**config.mk**
```make
export PLATFORM = sky130hd
export DESIGN_NAME = lc3_memctrl
export DESIGN_NICKNAME = d
export VERILOG_FILES = /design/src/rtl/lc3_mmio_pkg.sv /design/src/rtl/lc3_mmio_regs.sv /design/src/rtl/lc3_memctrl.sv
export SDC_FILE = /design/constraint.sdc
export NUM_CORES = 1
export LEC_CHECK = 0
export BUFFER_PORTS_ARGS = -buffer_cell sky130_fd_sc_hd__buf_2
export CORE_MARGIN = 4
export CORE_UTILIZATION = 48
export CTS_CLUSTER_DIAMETER = 60
export DETAILED_ROUTE_END_ITERATION = 10
export PLACE_DENSITY = 0.87
export SLEW_MARGIN = 20
export SYNTH_ARGS = -nofsm -noshare
export SYNTH_HDL_FRONTEND = slang
export SYNTH_SLANG_ARGS = --single-unit
```
**constraint.sdc**
```tcl
create_clock -name clk -period 2.3 [get_ports clk]
set_input_delay 0.46 -clock clk [delete_from_list [all_inputs] [get_ports clk]]
set_output_delay 0.46 -clock clk [all_outputs]
set_load 0.02 [all_outputs]
```
**src/rtl/lc3_mmio_pkg.sv**
```systemverilog
// Shared definitions for the LC-3 memory/IO controller: device map, FSM states,
// interrupt encodings and the address decoder.
package lc3_mmio_pkg;

    localparam logic [15:0] ADDR_KBSR = 16'hFE00;
    localparam logic [15:0] ADDR_KBDR = 16'hFE02;
    localparam logic [15:0] ADDR_DSR  = 16'hFE04;
    localparam logic [15:0] ADDR_DDR  = 16'hFE06;
    localparam logic [15:0] ADDR_MCR  = 16'hFFFE;

    localparam logic [7:0] INTV_KBD  = 8'h80;
    localparam logic [7:0] INTV_DISP = 8'h81;
    localparam logic [2:0] INTP_DEV  = 3'd4;

    typedef enum logic [1:0] {ST_IDLE, ST_ACCESS, ST_RESP} memState_t;

    typedef enum logic [2:0] {
        SEL_SRAM, SEL_KBSR, SEL_KBDR, SEL_DSR, SEL_DDR, SEL_MCR, SEL_NONE
    } devSel_t;

    // 0xFE00..0xFFFF is the device page; unlisted addresses there are unmapped.
    function automatic devSel_t decodeAddr(input logic [15:0] addr);
        devSel_t sel;
        sel = SEL_SRAM;
        if (addr[15:9] == 7'b1111111) begin
            case (addr)
                ADDR_KBSR: sel = SEL_KBSR;
                ADDR_KBDR: sel = SEL_KBDR;
                ADDR_DSR:  sel = SEL_DSR;
                ADDR_DDR:  sel = SEL_DDR;
                ADDR_MCR:  sel = SEL_MCR;
                default:   sel = SEL_NONE;
            endcase
        end
        return sel;
    endfunction

endpackage

```
**src/rtl/lc3_mmio_regs.sv**
```systemverilog
// Device registers (KBSR/KBDR/DSR/DDR/MCR), keyboard/display handshakes and
// interrupt request encoding.
module lc3_mmio_regs
    import lc3_mmio_pkg::*;
(
    input  logic        clk,
    input  logic        rst,
    input  devSel_t     regSel,
    input  logic        regWe,
    input  logic [15:0] regWdata,
    input  logic        commit,
    output logic [15:0] regRdata,
    input  logic        kbd_valid,
    input  logic [7:0]  kbd_data,
    output logic        kbd_ready,
    output logic        disp_valid,
    output logic [7:0]  disp_data,
    input  logic        disp_ready,
    output logic [15:0] MCR,
    output logic        IRQ,
    output logic [7:0]  INTV,
    output logic [2:0]  INTP
);

    logic        kbsrReady;
    logic        kbsrIe;
    logic [7:0]  kbdrChar;
    logic        dsrIe;
    logic        dispValidReg;
    logic [7:0]  dispDataReg;
    logic [15:0] mcrReg;
    logic        dispFree;

    // A handshake in the same cycle frees the slot before a DDR write lands.
    assign dispFree = !dispValidReg || disp_ready;

    always_ff @(posedge clk) begin
        if (rst) begin
            kbsrReady    <= 1'b0;
            kbsrIe       <= 1'b0;
            kbdrChar     <= 8'h00;
            dsrIe        <= 1'b0;
            dispValidReg <= 1'b0;
            dispDataReg  <= 8'h00;
            mcrReg       <= 16'h8000;
        end else begin
            if (kbd_valid && !kbsrReady) begin
                kbsrReady <= 1'b1;
                kbdrChar  <= kbd_data;
            end
            if (dispValidReg && disp_ready) begin
                dispValidReg <= 1'b0;
            end
            if (commit) begin
                if (regWe) begin
                    case (regSel)
                        SEL_KBSR: kbsrIe <= regWdata[14];
                        SEL_DSR:  dsrIe  <= regWdata[14];
                        SEL_DDR: begin
                            if (dispFree) begin
                                dispDataReg  <= regWdata[7:0];
                                dispValidReg <= 1'b1;
                            end
                        end
                        SEL_MCR:  mcrReg <= regWdata;
                        default:  ;
                    endcase
                end else if (regSel == SEL_KBDR) begin
                    kbsrReady <= 1'b0;
                end
            end
        end
    end

    always_comb begin
        regRdata = 16'h0000;
        case (regSel)
            SEL_KBSR: regRdata = {kbsrReady, kbsrIe, 14'h0000};
            SEL_KBDR: regRdata = {8'h00, kbdrChar};
            SEL_DSR:  regRdata = {!dispValidReg, dsrIe, 14'h0000};
            SEL_DDR:  regRdata = {8'h00, dispDataReg};
            SEL_MCR:  regRdata = mcrReg;
            default:  regRdata = 16'h0000;
        endcase
    end

    always_comb begin
        IRQ  = 1'b0;
        INTV = 8'h00;
        INTP = 3'd0;
        if (kbsrReady && kbsrIe) begin
            IRQ  = 1'b1;
            INTV = INTV_KBD;
            INTP = INTP_DEV;
        end else if (!dispValidReg && dsrIe) begin
            IRQ  = 1'b1;
            INTV = INTV_DISP;
            INTP = INTP_DEV;
        end
    end

    assign kbd_ready  = !kbsrReady;
    assign disp_valid = dispValidReg;
    assign disp_data  = dispDataReg;
    assign MCR        = mcrReg;

endmodule

```
**src/rtl/lc3_memctrl.sv**
```systemverilog
// LC-3 memory port controller: decodes requests, sequences SRAM accesses with
// programmable wait states, and hands device accesses to lc3_mmio_regs.
module lc3_memctrl
    import lc3_mmio_pkg::*;
#(
    parameter int unsigned WAIT_STATES = 0
) (
    input  logic        clk,
    input  logic        rst,
    input  logic        mem_en,
    input  logic        mem_we,
    input  logic [15:0] mem_addr,
    input  logic [15:0] mem_din,
    output logic [15:0] mem_dout,
    output logic        mem_rdy,
    output logic        ram_en,
    output logic        ram_we,
    output logic [15:0] ram_addr,
    output logic [15:0] ram_wdata,
    input  logic [15:0] ram_rdata,
    input  logic        kbd_valid,
    input  logic [7:0]  kbd_data,
    output logic        kbd_ready,
    output logic        disp_valid,
    output logic [7:0]  disp_data,
    input  logic        disp_ready,
    output logic [15:0] MCR,
    output logic        IRQ,
    output logic [7:0]  INTV,
    output logic [2:0]  INTP
);

    localparam logic [3:0] WAIT_CNT = 4'(WAIT_STATES);

    memState_t   stateReg, stateNext;
    logic [3:0]  cntReg, cntNext;
    logic [15:0] addrReg;
    logic [15:0] dinReg;
    logic        weReg;
    devSel_t     selReg;
    devSel_t     reqSel;
    logic        ramStrobe;
    logic        regCommit;
    logic [15:0] regRdata;

    assign reqSel = decodeAddr(mem_addr);

    always_ff @(posedge clk) begin
        if (rst) begin
            stateReg <= ST_IDLE;
            cntReg   <= 4'd0;
            addrReg  <= 16'h0000;
            dinReg   <= 16'h0000;
            weReg    <= 1'b0;
            selReg   <= SEL_SRAM;
        end else begin
            stateReg <= stateNext;
            cntReg   <= cntNext;
            if (stateReg == ST_IDLE && mem_en) begin
                addrReg <= mem_addr;
                dinReg  <= mem_din;
                weReg   <= mem_we;
                selReg  <= reqSel;
            end
        end
    end

    always_comb begin
        stateNext = stateReg;
        cntNext   = cntReg;
        ramStrobe = 1'b0;
        case (stateReg)
            ST_IDLE: begin
                if (mem_en) begin
                    stateNext = ST_ACCESS;
                    cntNext   = (reqSel == SEL_SRAM) ? WAIT_CNT : 4'd0;
                end
            end
            ST_ACCESS: begin
                if (cntReg != 4'd0) begin
                    cntNext = cntReg - 4'd1;
                end else begin
                    stateNext = ST_RESP;
                    ramStrobe = (selReg == SEL_SRAM);
                end
            end
            ST_RESP:  stateNext = ST_IDLE;
            default:  stateNext = ST_IDLE;
        endcase
    end

    // SRAM outputs are held at zero outside the strobe cycle.
    assign ram_en    = ramStrobe;
    assign ram_we    = ramStrobe && weReg;
    assign ram_addr  = ramStrobe ? addrReg : 16'h0000;
    assign ram_wdata = ramStrobe ? dinReg : 16'h0000;

    assign mem_rdy   = (stateReg == ST_RESP);
    assign regCommit = mem_rdy && (selReg != SEL_SRAM);

    always_comb begin
        mem_dout = 16'h0000;
        if (mem_rdy && !weReg) begin
            mem_dout = (selReg == SEL_SRAM) ? ram_rdata : regRdata;
        end
    end

    lc3_mmio_regs uRegs (
        .clk        (clk),
        .rst        (rst),
        .regSel     (selReg),
        .regWe      (weReg),
        .regWdata   (dinReg),
        .commit     (regCommit),
        .regRdata   (regRdata),
        .kbd_valid  (kbd_valid),
        .kbd_data   (kbd_data),
        .kbd_ready  (kbd_ready),
        .disp_valid (disp_valid),
        .disp_data  (disp_data),
        .disp_ready (disp_ready),
        .MCR        (MCR),
        .IRQ        (IRQ),
        .INTV       (INTV),
        .INTP       (INTP)
    );

endmodule

```
==> flow_metrics.py, run 1 <==
metrics = {
    "run_status": {
        "status": "complete, but fails checks",
        "violations": "setup timing",
    },
    "clock_network": {
        "cts_tree": "done",
        "cts.sinks": 78,
        "clkTransAtPathRegs_ns": 0.08,
        "numCtsBuffers": 9,
        "cts-root-buf": "clkbuf_8",
        "clk_path_buf_depth": 2,
        "cts_hold_buf": 0,
        "clk_latency_ns": 0.34,
        "htreeDepth": 3,
    },
    "sta": {
        "setup_viol": 34,
        "rsz0062_at_grt": "yes",
        "worst_pin_slew_ns": 0.595,
        "fin_crit_sh": 1.07,
        "max_freq_mhz": 407,
        "finalHoldViolCount": 0,
        "slew_violations": 0,
        "layout_setup_ws_ns": -0.154,
        "relSlewSlack": 0.604,
        "holdWs_ns": 0.325,
        "fin_skew_ns": 0.0105,
        "period_needed_ns": 2.45,
    },
    "pwr": {
        "intPower_mw": 2.39,
        "p_per_area_nw_per_um2": 702,
        "combPwrFrac": 0.255,
        "ir_drop_uv": 401,
        "clockPowerShare": 0.290,
        "p_switching_mw": 1.03,
        "netSwitchingFraction": 0.302,
        "leakagePower_nw": 2.25,
        "seqPwrFrac": 0.454,
        "finalPower_mw": 3.42,
    },
    "worst_setup_path": {
        "crit_chain": "inv_2 > ha_1 > nor3b_4 > nand3b_1 > nor4_4 > buf_6 > buf_6 > and2_4 > buf_6",
        "path_delay_family": "simple AND/OR/NAND/NOR gates",
        "crit_cells": 9,
        "slowest_stage": "dfxtp_2",
        "cpPeakStageDelay_ns": 0.33,
        "end_kind": "output port",
        "path_class": "reg2out",
        "cp_common_cell": "buf_6",
        "rr_worst_depth": 4,
        "arrival_ns": 1.99,
        "path_buf_inv": 4,
        "cp_max_fo": 8,
        "crit_required_ns": 1.84,
        "startpoint_type": "flip-flop",
    },
    "synthesis": {
        "synth_compound_area_frac": 0.198,
        "synth_top_family_by_area": "simple AND/OR/NAND/NOR gates",
        "synthTopCellsByArea": "dfxtp_1 (44%), a22o_1 (8.3%), and2_1 (6.1%), a22oi_1 (5.0%), nand2_1 (4.8%)",
        "synth_flop_cell": "dfxtp_1",
        "synthXorXnorAreaFrac": 0.00244,
        "yosysTopAreaCell": "dfxtp_1",
        "synthCells": 390,
        "yosys.area_share.simple": 0.232,
        "netlist_area_sq_um": 3580,
        "yosysSeqAreaShare": 0.436,
        "avgSynthCellArea_sq_um": 9.19,
        "synth.distinct_cells": 43,
        "synth_top_area_frac": 0.436,
        "synth.area.mux_share": 0.0475,
        "synth_fa_ha_area_frac": 0.00699,
        "ys.warnings.count": 0,
        "synthArstFlopShare": 0,
        "synth_seq_cells": 78,
        "synth_edf_count": 0,
    },
    "placement": {
        "port_buffers": 142,
        "place_congestion": 0.800,
        "pre_cts_slack_ns": 0.0812,
        "dp_hpwl_um": 7010,
    },
    "grt": {
        "antenna_found_initial": 0,
        "grtUsageTotal": 0.235,
        "grt_pass1_wl_um": 16500,
        "grt_max_degree": 38,
        "grt_pass1_vias": 3378,
        "grt-ovfl-total": 0,
    },
    "finish": {
        "fin_nets": 594,
        "nFillCells": 574,
        "drive_gt1_frac": 0.425,
        "diodes": 0,
        "syn2layout_area_growth_pct": 36.2,
    },
    "route": {
        "wire_per_inst_um": 16.8,
        "wirelength_um": 10600,
        "num_vias": 3436,
        "drc": 0,
        "firstDrtPassIters": 4,
        "ant_nets": 0,
        "dr.first_iter.drc_count": 183,
        "vias_per_cell": 5.43,
    },
    "floorplan": {
        "dieHeight_um": 94.4,
        "num_io_pins": 151,
        "fp.dieW_um": 94.4,
        "core_area_sq_um": 7250,
        "start_util": 0.494,
        "die_area_sq_um": 8910,
        "placementRows": 31,
    },
    "hold_path": {
        "worstHoldPathType": "in2reg",
        "hold_depth": 2,
    },
    "run": {
        "drv_cap": 0,
    },
}
sequential cells by signal (all words and copies together), names as in the netlist:
signal            cells
uRegs.dsrIe           1
uRegs.disp_data       8
weReg                 1
uRegs.kbdrChar        8
stateReg              2
uRegs.disp_valid      1
dinReg               16
uRegs.MCR            16
uRegs.kbsrReady       1
cntReg                4
addrReg              16
selReg                3
uRegs.kbsrIe          1
through the flow:
step / cell area (sq um) / instances / TNS [ns] / util
final: 4880 / 633 / -4.14 / 0.673
after global routing: 4880 / 633 / -8.10 / 0.673
after CTS: 4860 / 633 / -6.73 / 0.670
after detailed placement: 4290 / 609 / 0 / 0.591
after global placement: 4290 / 609 / 0 / 0.591
after floorplan: 3610 / 397 / 0 / -
cells in the final DEF (no fill, tap or decap), types with 3 or more instances in the layout:
cell,netlist,layout
buf_6,4,39
nand2b_1,6,5
nand2_1,46,46
and2_1,35,7
nor2_1,29,29
a21oi_1,31,30
dfxtp_1,78,72
conb_1,1,8
buf_2,12,108
mux2i_1,17,17
nand3b_1,3,3
and2_4,0,28
a22oi_1,24,24
clkbuf_8,0,10
nor2b_1,3,3
a22o_1,34,34
dfxtp_2,0,4
buf_4,15,15
inv_1,5,3
power groups by stage:
stage / combinational (mW) / sequential, mW / clock (mW)
after floorplan: 0.481 / 1.54 / 0
after CTS: 0.864 / 1.55 / 1.00
after global routing: 0.939 / 1.57 / 1.07
final: 0.875 / 1.55 / 0.995
after detailed placement: 0.658 / 1.58 / 0
after global placement: 0.631 / 1.57 / 0
final cells by class:
class                           instances  area, sq um  share of cell area
Multi-Input combinational cell        273         1860               0.382
Sequential cell                        78         1570               0.323
Timing Repair Buffer                  163         1110               0.228
Clock buffer                           11          141              0.0290
Tap cell                               99          124              0.0254
Clock inverter                          4         47.5             0.00974
Inverter                                5         18.8             0.00385
synth_stat cells, types with 3 or more instances:
cell type,n
clkbuf_1,10
and2_1,35
nor2b_1,3
inv_1,5
dfxtp_1,78
nand3b_1,3
nand2b_1,6
nor2_1,29
buf_4,15
buf_2,12
a21oi_1,31
mux2i_1,17
a22oi_1,24
a22o_1,34
nand2_1,46
buf_6,4
routing by layer:
metal	routed length [um]	global-route usage
met1	4250	0.292
met2	5330	0.402
met3	844	0.0510
met4	206	0.0842
met5	0	0
kinds of logic after synthesis:
group | count (synthesis)
adder cells (fa/ha/maj) | 2
XOR/XNOR | 1
other | 1
AND/OR/NAND/NOR | 146
AO/OA/AOI/OAI | 99
flip-flops | 78
multiplexers | 17
buffers and inverters | 46
repair_timing:
action                                  4_1_cts  5_1_grt
endpoints found under the setup margin       50       45
buffers inserted                              6        1
pin swaps                                     2        3
resized for setup                           107       11
cloned                                        3        0
worst paths after layout:
| path | start | to | slack (ns) |
|---|---|---|---|
| setup reg to reg | stateReg[0]$_SDFFE_PP0P_ | uRegs.disp_data[0]$_SDFFE_PP0P_ | 0.46 |
| hold reg to reg | addrReg[11]$_SDFFE_PP0P_ | addrReg[11]$_SDFFE_PP0P_ | 0.45 |
| hold / removal | mem_din[11] | dinReg[11]$_SDFFE_PP0P_ | 0.32 |
| setup / recovery | cntReg[0]$_SDFFE_PP0P_ | ram_wdata[7] | -0.15 |
(Power assumes the default switching activity.)
==> inputs of run 2 (changes only) <==
- CORE_UTILIZATION: 48 -> 49
- SYNTH_HIERARCHICAL: default -> 1
==> run 2 against run 1 <==
Sequential share of layout area is 0.64 points lower. First-iteration DRC count is 5.5% higher. Register-to-register slack worse by 0.27 ns. Largest cell class unchanged. Core utilization is 3.4 points lower. Flip-flop and latch count stayed put. Clock power is 4% higher. Critical path type unchanged. Critical path depth is 4 lower. Setup slack better by 0.23 ns. Global-route usage is 0.80 points lower. The flow now finishes without violations. Power is 18% lower.
==> flow_metrics.py, run 2 <==
metrics = {
    "run_status": {
        "status": "complete, no violations",
    },
    "pwr": {
        "combPwrFrac": 0.120,
        "ir_drop_uv": 389,
        "p_per_area_nw_per_um2": 564,
        "leakagePower_nw": 2.31,
        "intPower_mw": 2.06,
        "clockPowerShare": 0.367,
        "netSwitchingFraction": 0.263,
        "p_switching_mw": 0.735,
        "finalPower_mw": 2.80,
        "seqPwrFrac": 0.513,
    },
    "route": {
        "num_vias": 3893,
        "wire_per_inst_um": 15.1,
        "wl_met1_um": 4580,
        "drc": 0,
        "wl_met3_um": 956,
        "wirelength_um": 11200,
        "dr.first_iter.drc_count": 193,
        "wl_met2_um": 5370,
        "vias_per_cell": 5.25,
        "top_layer": "met4",
        "firstDrtPassIters": 5,
        "ant_nets": 0,
    },
    "grt": {
        "grt_pass1_vias": 3806,
        "grt-ovfl-total": 0,
        "antenna_found_initial": 0,
        "grtUsageTotal": 0.227,
        "grt_max_degree": 75,
        "grt_pass1_wl_um": 18100,
    },
    "finish": {
        "fin_nets": 698,
        "syn2layout_area_growth_pct": 26.3,
        "diodes": 0,
        "final_cell_mix": "buf_2 (140), nand2_1 (113), dfxtp_1 (75), a21oi_1 (54), nand2b_1 (43)",
        "nFillCells": 666,
        "layout_commonest_cell": "buf_2",
        "drive_gt1_frac": 0.297,
    },
    "sta": {
        "max_freq_mhz": 450,
        "period_needed_ns": 2.22,
        "rsz0062_at_grt": "yes",
        "relSlewSlack": 0.584,
        "worst_pin_slew_ns": 0.624,
        "finalHoldViolCount": 0,
        "fin_crit_sh": 0.967,
        "layout_setup_ws_ns": 0.0756,
        "setup_viol": 0,
        "fin_skew_ns": 0.00957,
        "slew_violations": 0,
        "tns_ns": 0,
    },
    "clock_network": {
        "clk_latency_ns": 0.34,
        "clk_path_buf_depth": 2,
        "cts_tree": "done",
        "cts-root-buf": "clkbuf_8",
        "numCtsBuffers": 9,
        "cts.sinks": 78,
        "clkTransAtPathRegs_ns": 0.08,
        "htreeDepth": 3,
    },
    "worst_setup_path": {
        "cp_max_fo": 10,
        "end_kind": "output port",
        "path_class": "reg2out",
        "arrival_ns": 1.76,
        "cpPeakStageDelay_ns": 0.40,
        "crit_required_ns": 1.84,
        "path_buf_inv": 2,
        "crit_chain": "or3_1 > nor2_4 > buf_6 > and2_1 > buf_2",
        "path_delay_family": "simple AND/OR/NAND/NOR gates",
        "startpoint_type": "flip-flop",
        "slowest_stage": "or3_1",
    },
    "floorplan": {
        "core_area_sq_um": 7770,
        "fp.dieW_um": 97.5,
        "placementRows": 32,
        "start_util": 0.505,
        "dieHeight_um": 97.5,
        "die_area_sq_um": 9510,
        "num_io_pins": 151,
    },
    "synthesis": {
        "synthCells": 500,
        "synth_flop_cell": "dfxtp_1",
        "synth.distinct_cells": 39,
        "synthTopCellsByArea": "dfxtp_1 (40%), nand2_1 (11%), mux2i_1 (9.2%), nand2b_1 (7.0%), a21oi_1 (6.9%)",
        "ys.warnings.count": 6,
        "synth_commonest_cells": "nand2_1 (113), dfxtp_1 (78), a21oi_1 (54), nand2b_1 (44), and2_1 (42)",
        "synth_top_area_frac": 0.398,
        "synthArstFlopShare": 0,
        "yosysSeqAreaShare": 0.398,
        "yosysTopAreaCell": "dfxtp_1",
        "netlist_area_sq_um": 3930,
        "synthMostInstantiatedCell": "nand2_1",
        "avgSynthCellArea_sq_um": 7.85,
        "synth_seq_cells": 78,
        "synth_edf_count": 0,
    },
    "placement": {
        "dp_hpwl_um": 8220,
        "port_buffers": 142,
        "pre_cts_slack_ns": 0.178,
        "place_congestion": 0.835,
    },
    "run": {
        "drv_cap": 0,
    },
    "hold_path": {
        "worstHoldPathType": "in2reg",
    },
}
==> run 2: cell count changes in the layout (fill, tap and decap cells not counted), moves of 28 or more <==
| cell | delta |
|---|---|
| a22o_1 | -34 |
| and2_4 | -28 |
| nand2_1 | +67 |
| buf_6 | -35 |
| nand2b_1 | +38 |
| and2_1 | +35 |
| buf_2 | +32 |
==> run 2: power groups by stage <==
| stage | sequential [mW] | combinational (mW) | clock (mW) |
|---|---|---|---|
| 6_report | 1.43 | 0.336 | 1.03 |
| 5_1_grt | 1.44 | 0.373 | 1.11 |
| 4_1_cts | 1.43 | 0.327 | 1.05 |
| 3_5_place_dp | 1.47 | 0.325 | 0 |
| 3_3_place_gp | 1.46 | 0.315 | 0 |
| 2_1_floorplan | 1.45 | 0.211 | 0 |
==> run 2: logic make-up (layout without fill, tap and decap cells) <==
| logic type | after synthesis | in the layout | synth area share |
|---|---|---|---|
| compound gates | 78 | 78 | 0.108 |
| xor+xnor | 3 | 3 | 0.00670 |
| fa+ha+maj | 1 | 1 | 0.00319 |
| buf+inv | 48 | 180 | 0.0644 |
| flops | 78 | 78 | 0.398 |
| mux | 36 | 36 | 0.0918 |
| other cells | 1 | 8 | 0.000955 |
| simple gates | 255 | 255 | 0.327 |
==> run 2: repair_timing <==
| item | 4_1_cts | 5_1_grt |
|---|---|---|
| gates cloned | 0 | 1 |
| pin swaps | 0 | 1 |
| buffers inserted | 0 | 2 |
| setup endpoints to repair | 45 | 49 |
| gates resized for setup | 7 | 14 |
| hold buffers | 0 | 0 |
==> run 2: layer usage <==
metal	up-vias	global-route usage
met3	25	0.0639
met1	1786	0.282
li1	1902	-
met2	180	0.374
met5	-	0
met4	0	0.0873
==> run 2: path summary, 6_finish.rpt <==
path,slack [ns],end,from,cells after the start
setup / recovery,0.08,ram_addr[0],selReg[1]$_SDFFE_PP0P_,5
hold / removal,0.35,dinReg[13]$_SDFFE_PP0P_,mem_din[13],3
setup reg to reg,0.19,uRegs/disp_data[5]$_SDFFE_PP0P_,selReg[2]$_SDFFE_PP0P_,7
hold reg to reg,0.45,addrReg[15]$_SDFFE_PP0P_,addrReg[15]$_SDFFE_PP0P_,2
==> run 2: area by class of cell <==
cell class,count,area [sq um],share of cell area
Clock buffer,10,138,0.0278
Multi-Input combinational cell,381,2170,0.438
Sequential cell,78,1570,0.316
Inverter,3,11.3,0.00227
Clock inverter,5,60.1,0.0121
Tap cell,102,128,0.0257
Timing Repair Buffer,162,881,0.178
==> run 2: per-stage QoR <==
stage	instances	hold WS (ns)	utilization	cell area [sq um]
6_report	741	0.352	0.638	4960
5_1_grt	741	0.352	0.638	4960
4_1_cts	738	0.336	0.631	4900
3_5_place_dp	723	0.446	0.603	4690
3_3_place_gp	723	0.439	0.603	4690
2_1_floorplan	507	0.432	-	3950
==> run 2: worst register-to-register path: stages, from the launching register on <==
cell and delay (ns):
dfxtp_2 0.46, or3_1 0.21, buf_4 0.24, and2_1 0.24
nand3_1 0.14, nor4b_2 0.28, buf_4 0.25, mux2i_1 0.23
